## src/rtl/pipe_reg_multi_pkg.sv

```systemverilog
// pipe_reg_multi_pkg: shared widths, types and limits for the write-back pipeline register.
package pipe_reg_multi_pkg;
  localparam int RF_ADRS_W = 5;
  localparam int DATA_W    = 32;
  localparam int MAX_LANES = 4;
  localparam int MAX_DEPTH = 8;
  typedef logic [RF_ADRS_W-1:0] t_RFadrs;
  typedef logic [DATA_W-1:0]    t_data;
  typedef struct packed {
    logic    valid;
    logic    wr_en;
    t_RFadrs dst;
    t_data   data;
    logic    datav;
  } t_wb_entry;
endpackage

```

## src/rtl/pipe_reg_multi_if.sv

```systemverilog
// pipe_reg_multi_if: EX-side producer / WB-side bundle; forwarding signals exist only with PIPE_REG_FWD_EN.
interface pipe_reg_multi_if #(
  parameter int NUM_LANES = 2,
  parameter int DEPTH     = 1,
  parameter int ADRS_W    = pipe_reg_multi_pkg::RF_ADRS_W,
  parameter int DATA_W    = pipe_reg_multi_pkg::DATA_W
);
  localparam int CW = $clog2(NUM_LANES*DEPTH+1);
  logic                              stall;
  logic                              flush;
  logic [NUM_LANES-1:0]              in_valid;
  logic [NUM_LANES-1:0]              in_wr_en;
  logic [NUM_LANES-1:0][ADRS_W-1:0]  in_dst;
  logic [NUM_LANES-1:0][DATA_W-1:0]  in_data;
  logic [NUM_LANES-1:0]              in_datav;
  logic [NUM_LANES-1:0]              out_valid;
  logic [NUM_LANES-1:0]              out_wr_en;
  logic [NUM_LANES-1:0][ADRS_W-1:0]  out_dst;
  logic [NUM_LANES-1:0][DATA_W-1:0]  out_data;
  logic [NUM_LANES-1:0]              out_datav;
  logic                              out_conflict;
  logic [CW-1:0]                     inflight_cnt;
`ifdef PIPE_REG_FWD_EN
  logic [ADRS_W-1:0]                 fwd_src;
  logic                              fwd_hit;
  logic [DATA_W-1:0]                 fwd_data;
  logic                              fwd_datav;
`endif
  modport master (
    output stall, flush, in_valid, in_wr_en, in_dst, in_data, in_datav,
    input  out_valid, out_wr_en, out_dst, out_data, out_datav, out_conflict, inflight_cnt
`ifdef PIPE_REG_FWD_EN
    , output fwd_src, input fwd_hit, fwd_data, fwd_datav
`endif
  );
  modport slave (
    input  stall, flush, in_valid, in_wr_en, in_dst, in_data, in_datav,
    output out_valid, out_wr_en, out_dst, out_data, out_datav, out_conflict, inflight_cnt
`ifdef PIPE_REG_FWD_EN
    , input fwd_src, output fwd_hit, fwd_data, fwd_datav
`endif
  );
endinterface

```

## src/rtl/pipe_reg_stage.sv

```systemverilog
// pipe_reg_stage: one NUM_LANES-wide write-back stage with hold (stall) and clear (flush).
module pipe_reg_stage
  import pipe_reg_multi_pkg::*;
#(
  parameter int NUM_LANES = 2,
  parameter int ADRS_W    = pipe_reg_multi_pkg::RF_ADRS_W,
  parameter int DATA_W    = pipe_reg_multi_pkg::DATA_W
) (
  input  logic                             clock,
  input  logic                             reset,
  input  logic                             hold,
  input  logic                             clear,
  input  logic [NUM_LANES-1:0]             i_valid,
  input  logic [NUM_LANES-1:0]             i_wr_en,
  input  logic [NUM_LANES-1:0][ADRS_W-1:0] i_dst,
  input  logic [NUM_LANES-1:0][DATA_W-1:0] i_data,
  input  logic [NUM_LANES-1:0]             i_datav,
  output logic [NUM_LANES-1:0]             o_valid,
  output logic [NUM_LANES-1:0]             o_wr_en,
  output logic [NUM_LANES-1:0][ADRS_W-1:0] o_dst,
  output logic [NUM_LANES-1:0][DATA_W-1:0] o_data,
  output logic [NUM_LANES-1:0]             o_datav
);
  always_ff @(posedge clock) begin
    if (reset) begin
      o_valid <= '0;
      o_wr_en <= '0;
      o_datav <= '0;
      o_dst   <= '0;
      o_data  <= '0;
    end else if (clear) begin
      o_valid <= '0;
      o_wr_en <= '0;
      o_datav <= '0;
    end else if (!hold) begin
      o_valid <= i_valid;
      o_wr_en <= i_valid & i_wr_en;
      o_datav <= i_valid & i_datav;
      o_dst   <= i_dst;
      o_data  <= i_data;
    end
  end
endmodule

```

## src/rtl/pipe_reg_multi.sv

```systemverilog
// pipe_reg_multi: DEPTH-stage, NUM_LANES-wide EX->WB register with stall/flush, in-flight count,
// conflict flag and an optional youngest-match forwarding search (macro PIPE_REG_FWD_EN).
module pipe_reg_multi
  import pipe_reg_multi_pkg::*;
#(
  parameter int NUM_LANES = 2,
  parameter int DEPTH     = 1,
  parameter int ADRS_W    = pipe_reg_multi_pkg::RF_ADRS_W,
  parameter int DATA_W    = pipe_reg_multi_pkg::DATA_W
) (
  input  logic             clock,
  input  logic             reset,
  pipe_reg_multi_if.slave  bus
);
  localparam int CW = $clog2(NUM_LANES*DEPTH+1);
  if (NUM_LANES < 1 || NUM_LANES > MAX_LANES || DEPTH < 1 || DEPTH > MAX_DEPTH) begin : g_bad_cfg
    $error("pipe_reg_multi: NUM_LANES must be 1..%0d and DEPTH 1..%0d", MAX_LANES, MAX_DEPTH);
  end
  // index 0 is the input side, index s+1 is the output of stage s
  logic [NUM_LANES-1:0]             w_valid [DEPTH+1];
  logic [NUM_LANES-1:0]             w_wr_en [DEPTH+1];
  logic [NUM_LANES-1:0]             w_datav [DEPTH+1];
  logic [NUM_LANES-1:0][ADRS_W-1:0] w_dst   [DEPTH+1];
  logic [NUM_LANES-1:0][DATA_W-1:0] w_data  [DEPTH+1];
  logic [CW-1:0]                    w_nxt_cnt;
  logic [CW-1:0]                    r_cnt;
  logic                             w_conflict;
  assign w_valid[0] = bus.in_valid;
  assign w_wr_en[0] = bus.in_wr_en;
  assign w_datav[0] = bus.in_datav;
  assign w_dst[0]   = bus.in_dst;
  assign w_data[0]  = bus.in_data;
  for (genvar s = 0; s < DEPTH; s++) begin : g_stage
    pipe_reg_stage #(.NUM_LANES(NUM_LANES), .ADRS_W(ADRS_W), .DATA_W(DATA_W)) u_stage (
      .clock   (clock),
      .reset   (reset),
      .hold    (bus.stall),
      .clear   (bus.flush),
      .i_valid (w_valid[s]),
      .i_wr_en (w_wr_en[s]),
      .i_dst   (w_dst[s]),
      .i_data  (w_data[s]),
      .i_datav (w_datav[s]),
      .o_valid (w_valid[s+1]),
      .o_wr_en (w_wr_en[s+1]),
      .o_dst   (w_dst[s+1]),
      .o_data  (w_data[s+1]),
      .o_datav (w_datav[s+1])
    );
  end
  // after a capture the stages hold the input plus stages 0..DEPTH-2
  always_comb begin
    w_nxt_cnt = '0;
    for (int s = 0; s < DEPTH; s++)
      for (int l = 0; l < NUM_LANES; l++)
        w_nxt_cnt = w_nxt_cnt + CW'(w_valid[s][l]);
  end
  always_ff @(posedge clock) begin
    if (reset || bus.flush) r_cnt <= '0;
    else if (!bus.stall) r_cnt <= w_nxt_cnt;
  end
  always_comb begin
    w_conflict = 1'b0;
    for (int i = 0; i < NUM_LANES; i++)
      for (int j = i + 1; j < NUM_LANES; j++)
        w_conflict = w_conflict | (w_wr_en[DEPTH][i] & w_wr_en[DEPTH][j] &
                                   (w_dst[DEPTH][i] == w_dst[DEPTH][j]));
  end
  assign bus.out_valid    = w_valid[DEPTH];
  assign bus.out_wr_en    = w_wr_en[DEPTH];
  assign bus.out_dst      = w_dst[DEPTH];
  assign bus.out_data     = w_data[DEPTH];
  assign bus.out_datav    = w_datav[DEPTH];
  assign bus.out_conflict = w_conflict;
  assign bus.inflight_cnt = r_cnt;
`ifdef PIPE_REG_FWD_EN
  logic              w_hit;
  logic [DATA_W-1:0] w_fdata;
  logic              w_fdatav;
  // scan oldest to youngest so the last match (lowest stage, highest lane) wins
  always_comb begin
    w_hit    = 1'b0;
    w_fdata  = '0;
    w_fdatav = 1'b0;
    for (int s = DEPTH; s >= 1; s--)
      for (int l = 0; l < NUM_LANES; l++)
        if (w_valid[s][l] && w_wr_en[s][l] && w_dst[s][l] == bus.fwd_src) begin
          w_hit    = 1'b1;
          w_fdata  = w_data[s][l];
          w_fdatav = w_datav[s][l];
        end
  end
  assign bus.fwd_hit   = w_hit;
  assign bus.fwd_data  = w_fdata;
  assign bus.fwd_datav = w_fdatav;
`endif
endmodule

```

## src/flat_wrapper.sv

```systemverilog
// flat-port wrapper written by rule: the top's interface ports become plain ports
module pipe_reg_multi_flat import pipe_reg_multi_pkg::*;
#(
  parameter int NUM_LANES = 2,
  parameter int DEPTH     = 1,
  parameter int ADRS_W    = pipe_reg_multi_pkg::RF_ADRS_W,
  parameter int DATA_W    = pipe_reg_multi_pkg::DATA_W
)
  (clock, reset, bus_stall, bus_flush, bus_in_valid, bus_in_wr_en, bus_in_dst, bus_in_data, bus_in_datav, bus_out_valid, bus_out_wr_en, bus_out_dst, bus_out_data, bus_out_datav, bus_out_conflict, bus_inflight_cnt);
  pipe_reg_multi_if #(.NUM_LANES(NUM_LANES), .DEPTH(DEPTH), .ADRS_W(ADRS_W), .DATA_W(DATA_W)) bus_i ();
  input  logic clock;
  input  logic reset;
  input wire logic [$bits(bus_i.stall)-1:0] bus_stall;
  input wire logic [$bits(bus_i.flush)-1:0] bus_flush;
  input wire logic [$bits(bus_i.in_valid)-1:0] bus_in_valid;
  input wire logic [$bits(bus_i.in_wr_en)-1:0] bus_in_wr_en;
  input wire logic [$bits(bus_i.in_dst)-1:0] bus_in_dst;
  input wire logic [$bits(bus_i.in_data)-1:0] bus_in_data;
  input wire logic [$bits(bus_i.in_datav)-1:0] bus_in_datav;
  output wire logic [$bits(bus_i.out_valid)-1:0] bus_out_valid;
  output wire logic [$bits(bus_i.out_wr_en)-1:0] bus_out_wr_en;
  output wire logic [$bits(bus_i.out_dst)-1:0] bus_out_dst;
  output wire logic [$bits(bus_i.out_data)-1:0] bus_out_data;
  output wire logic [$bits(bus_i.out_datav)-1:0] bus_out_datav;
  output wire logic [$bits(bus_i.out_conflict)-1:0] bus_out_conflict;
  output wire logic [$bits(bus_i.inflight_cnt)-1:0] bus_inflight_cnt;
  assign bus_i.stall = bus_stall;
  assign bus_i.flush = bus_flush;
  assign bus_i.in_valid = bus_in_valid;
  assign bus_i.in_wr_en = bus_in_wr_en;
  assign bus_i.in_dst = bus_in_dst;
  assign bus_i.in_data = bus_in_data;
  assign bus_i.in_datav = bus_in_datav;
  assign bus_out_valid = bus_i.out_valid;
  assign bus_out_wr_en = bus_i.out_wr_en;
  assign bus_out_dst = bus_i.out_dst;
  assign bus_out_data = bus_i.out_data;
  assign bus_out_datav = bus_i.out_datav;
  assign bus_out_conflict = bus_i.out_conflict;
  assign bus_inflight_cnt = bus_i.inflight_cnt;
  pipe_reg_multi #(.NUM_LANES(NUM_LANES), .DEPTH(DEPTH), .ADRS_W(ADRS_W), .DATA_W(DATA_W)) u_core (.clock(clock), .reset(reset), .bus(bus_i));
endmodule
```

## config.mk

```make
export PLATFORM = sky130hd
export DESIGN_NAME = pipe_reg_multi_flat
export DESIGN_NICKNAME = d
export VERILOG_FILES = /design/src/rtl/pipe_reg_multi_pkg.sv /design/src/rtl/pipe_reg_multi_if.sv /design/src/rtl/pipe_reg_stage.sv /design/src/rtl/pipe_reg_multi.sv /design/src/flat_wrapper.sv
export SDC_FILE = /design/constraint.sdc
export NUM_CORES = 1
export LEC_CHECK = 0
export CORE_UTILIZATION = 41
export DETAILED_ROUTE_END_ITERATION = 8
export PLACE_DENSITY = 0.86
export SYNTH_ARGS = -nofsm -noshare
export SYNTH_HDL_FRONTEND = slang
export SYNTH_SLANG_ARGS = --single-unit
```

## constraint.sdc

```tcl
create_clock -name clock -period 2.4 [get_ports clock]
set_input_delay 0.48 -clock clock [delete_from_list [all_inputs] [get_ports clock]]
set_output_delay 0.48 -clock clock [all_outputs]
set_load 0.01 [all_outputs]
```

==> run metrics <==
status finished clean; IO Count 167; Synth Cell Area 2940 um^2; Rel. slew slack 70.1%; setup TNS 0 ns; die area 7510 um^2; WHS Endpoint u_core.g_stage[0].u_stage.o_data[31]; H-tree Lvls 3; Synth Net Count 445; RSZ-0062 raised after global routing no; Max-Cap Viols 0; Starting DRT DRC Count 113; Hold Crit Start u_core.g_stage[0].u_stage.o_data[31]; Layout area overhead 63.5%; largest vdd supply drop 0.328 mV; Yosys top cell area share 55.8%; Logic pwr share 15.2%; number of global-route vias before repair 2,774; GRT Total Usage 21.5%; Worst Hold Depth 2; final instance area 4810 um^2; min Tclk post-route 2.11 ns; Reg clk slew, reported paths 0.08 ns; multi-input logic area 1120 um^2; Synth Area in XOR/XNOR 1.49%; register area share after synthesis 55.8%; PostCTS Resize Cnt 0; sw power 684 uW; clk_lat worst skew 0.33 ns; worst-path fanout max 3; Sw Share 23.3%; cell-internal power 2250 uW; part of the power in registers 49.5%; Hold Fails Final Rpt 0; average wire per standard cell 12.8 um; fillers 577; Clock Path Buffers 2; dpl cells 603; placed instance area 4590 um^2; fraction of synthesized area in multiplexers 0.681%; Worst-Margin Slew 0.449 ns; Non-Filler Instances 619; core area 6870 um^2; synth unique cells 18; DRT Wirelength 7.94 mm; leakage 0.00174 uW; largest net degree at the start of global routing 46; Die Width 86.7 um; Setup Viol. Count Final 0; CP Launch Type flop; Syn Inst Count 360; Final Cycle Share 88.0%; Compound-Gate Fraction of Synth Area 14.0%; TritonCTS Sinks 82; main combinational cell family by area after synthesis simple AND/OR/NAND/NOR gates; TritonRoute pass-1 iters 4; simple-gate share of the synthesized area 21.4%; TritonCTS clock tree built; FF-to-FF path depth 2; yosys warns 0; total gr overflow 0; area leader, netlist dfxtp_1; ranking of synthesized cells by area dfxtp_1, nand2_1, a21oi_1; final worst slack 0.287 ns; mean number of vias per cell 4.70; #FFs+latches synth 82; layout cells sized above 1 5.16%; post-CTS setup buffer count 0; clock skew 0 ns; Initial Util 42.8%; clock group share of total power 35.3%; DRT antenna net count 0; # rows 30; FF/Latch Area 1640 um^2; R2R setup slack 1.70 ns; average instance area after synthesis 8.17 um^2; Pwr Total 2940 uW; first-pass GRT wire length 12.6 mm; CP required 1.92 ns; worst path arrival time 1.63 ns; P per Cell Area 611 nW/um^2; Crit Path Category flop to output port; r2r endpoint u_core.g_stage[0].u_stage.o_wr_en[0]; reg-to-reg critical path startpoint u_core.g_stage[0].u_stage.o_wr_en[0]; hold buffer count at cts 0; Fmax 473 MHz; die height 86.7 um; ant diodes 0; Max Slew Vio Count 0; initial antenna violation count 0; total CTS buffers 9; post-DP HPWL 5.74 mm; vias 2,909; Root Driver clkbuf_8; CP Capture Type output port; Synth Area in Adders 0.426%; port buffer count 166; global placement routability congestion 0.803; worst min path class flop to flop; DRC Markers 0; Layout Nets 603; Place WS 0.431 ns
==> flip-flops by register name, summed over array words and instances (netlist names) <==
register	flops
u_core.bus.inflight_cnt	2
u_core.g_stage.u_stage.o_datav	2
u_core.g_stage.u_stage.o_valid	2
u_core.g_stage.u_stage.o_dst	10
u_core.g_stage.u_stage.o_data	64
u_core.g_stage.u_stage.o_wr_en	2
==> layout make-up <==
type	instances	area share, %
sequential	82	34.1
timing repair buffer	173	35.5
clock inverter	4	1.01
multi-input combinational	252	23.4
tap	96	2.50
clock buffer	12	3.43
==> worst max path at each step <==
| stage | startpoint | to |
|---|---|---|
| 6_report | u_core.g_stage[0].u_stage.o_dst[8] | bus_out_conflict |
| 5_1_grt | u_core.g_stage[0].u_stage.o_dst[2] | bus_out_conflict |
| 4_1_cts | u_core.g_stage[0].u_stage.o_dst[8] | bus_out_conflict |
| 3_5_place_dp | bus_stall | u_core.g_stage[0].u_stage.o_data[42] |
| 3_3_place_gp | bus_stall | u_core.g_stage[0].u_stage.o_dst[1] |
| 2_1_floorplan | u_core.g_stage[0].u_stage.o_dst[1] | bus_out_conflict |
==> cells by family after synthesis <==
group	after synthesis
adder cells (fa/ha/maj)	1
XOR/XNOR	5
multiplexers	2
AND/OR/NAND/NOR	164
AO/OA/AOI/OAI	80
flip-flops	82
buffers and inverters	26
==> routing by layer <==
layer  track usage [%]  wire [um]  part of all wire [%]
met3              6.29        596                   7.5
met5                 0          0                     0
met4              8.64        121                   1.5
met1              24.4       3190                    40
met2              37.9       4040                    51
==> metrics by stage <==
step | hold slack (ns) | utilization, %
4_1_cts | 0.456 | 70.0
6_report | 0.454 | 70.0
5_1_grt | 0.471 | 70.0
2_1_floorplan | 0.481 | -
3_3_place_gp | 0.441 | 66.9
3_5_place_dp | 0.446 | 66.9
==> cells in the mapped netlist <==
master / instances
buf_4: 6
nand4_1: 1
clkbuf_1: 4
clkbuf_4: 2
nor2_1: 10
buf_6: 6
nand2_1: 148
buf_2: 8
dfxtp_1: 82
nand3_1: 1
mux2i_1: 2
a22oi_1: 4
or2_2: 1
or2_1: 1
ha_1: 1
nor2b_1: 2
a21oi_1: 76
xnor2_1: 5
==> power groups by stage <==
stage	clock (uW)	sequential (uW)	combinational [uW]
6_report	1040	1450	447
5_1_grt	1120	1460	487
4_1_cts	1060	1450	451
3_5_place_dp	0	1490	449
3_3_place_gp	0	1480	440
2_1_floorplan	0	1510	147
==> placed cells by master (no fill, tap or decap) <==
master           instances
nand3_1                  1
nor2b_1                  2
or2_2                    2
clkinv_2                 2
nand4_1                  1
nand2_1                148
ha_1                     1
clkbuf_8                12
clkdlybuf4s50_1        165
a21oi_1                 76
buf_2                    1
clkinv_4                 1
buf_4                    7
nor2_4                   1
dfxtp_1                 82
bufinv_16                1
xnor2_1                  5
mux2i_1                  2
a22oi_1                  4
nor2_1                   9
==> worst max-delay path, cell delays in order (launching register included) <==
cell and delay (ns):
dfxtp_1 0.34, xnor2_1 0.17, nand4_1 0.13, nor2_1 0.11, clkdlybuf4s50_1 0.55
(Power assumes the default switching activity.)
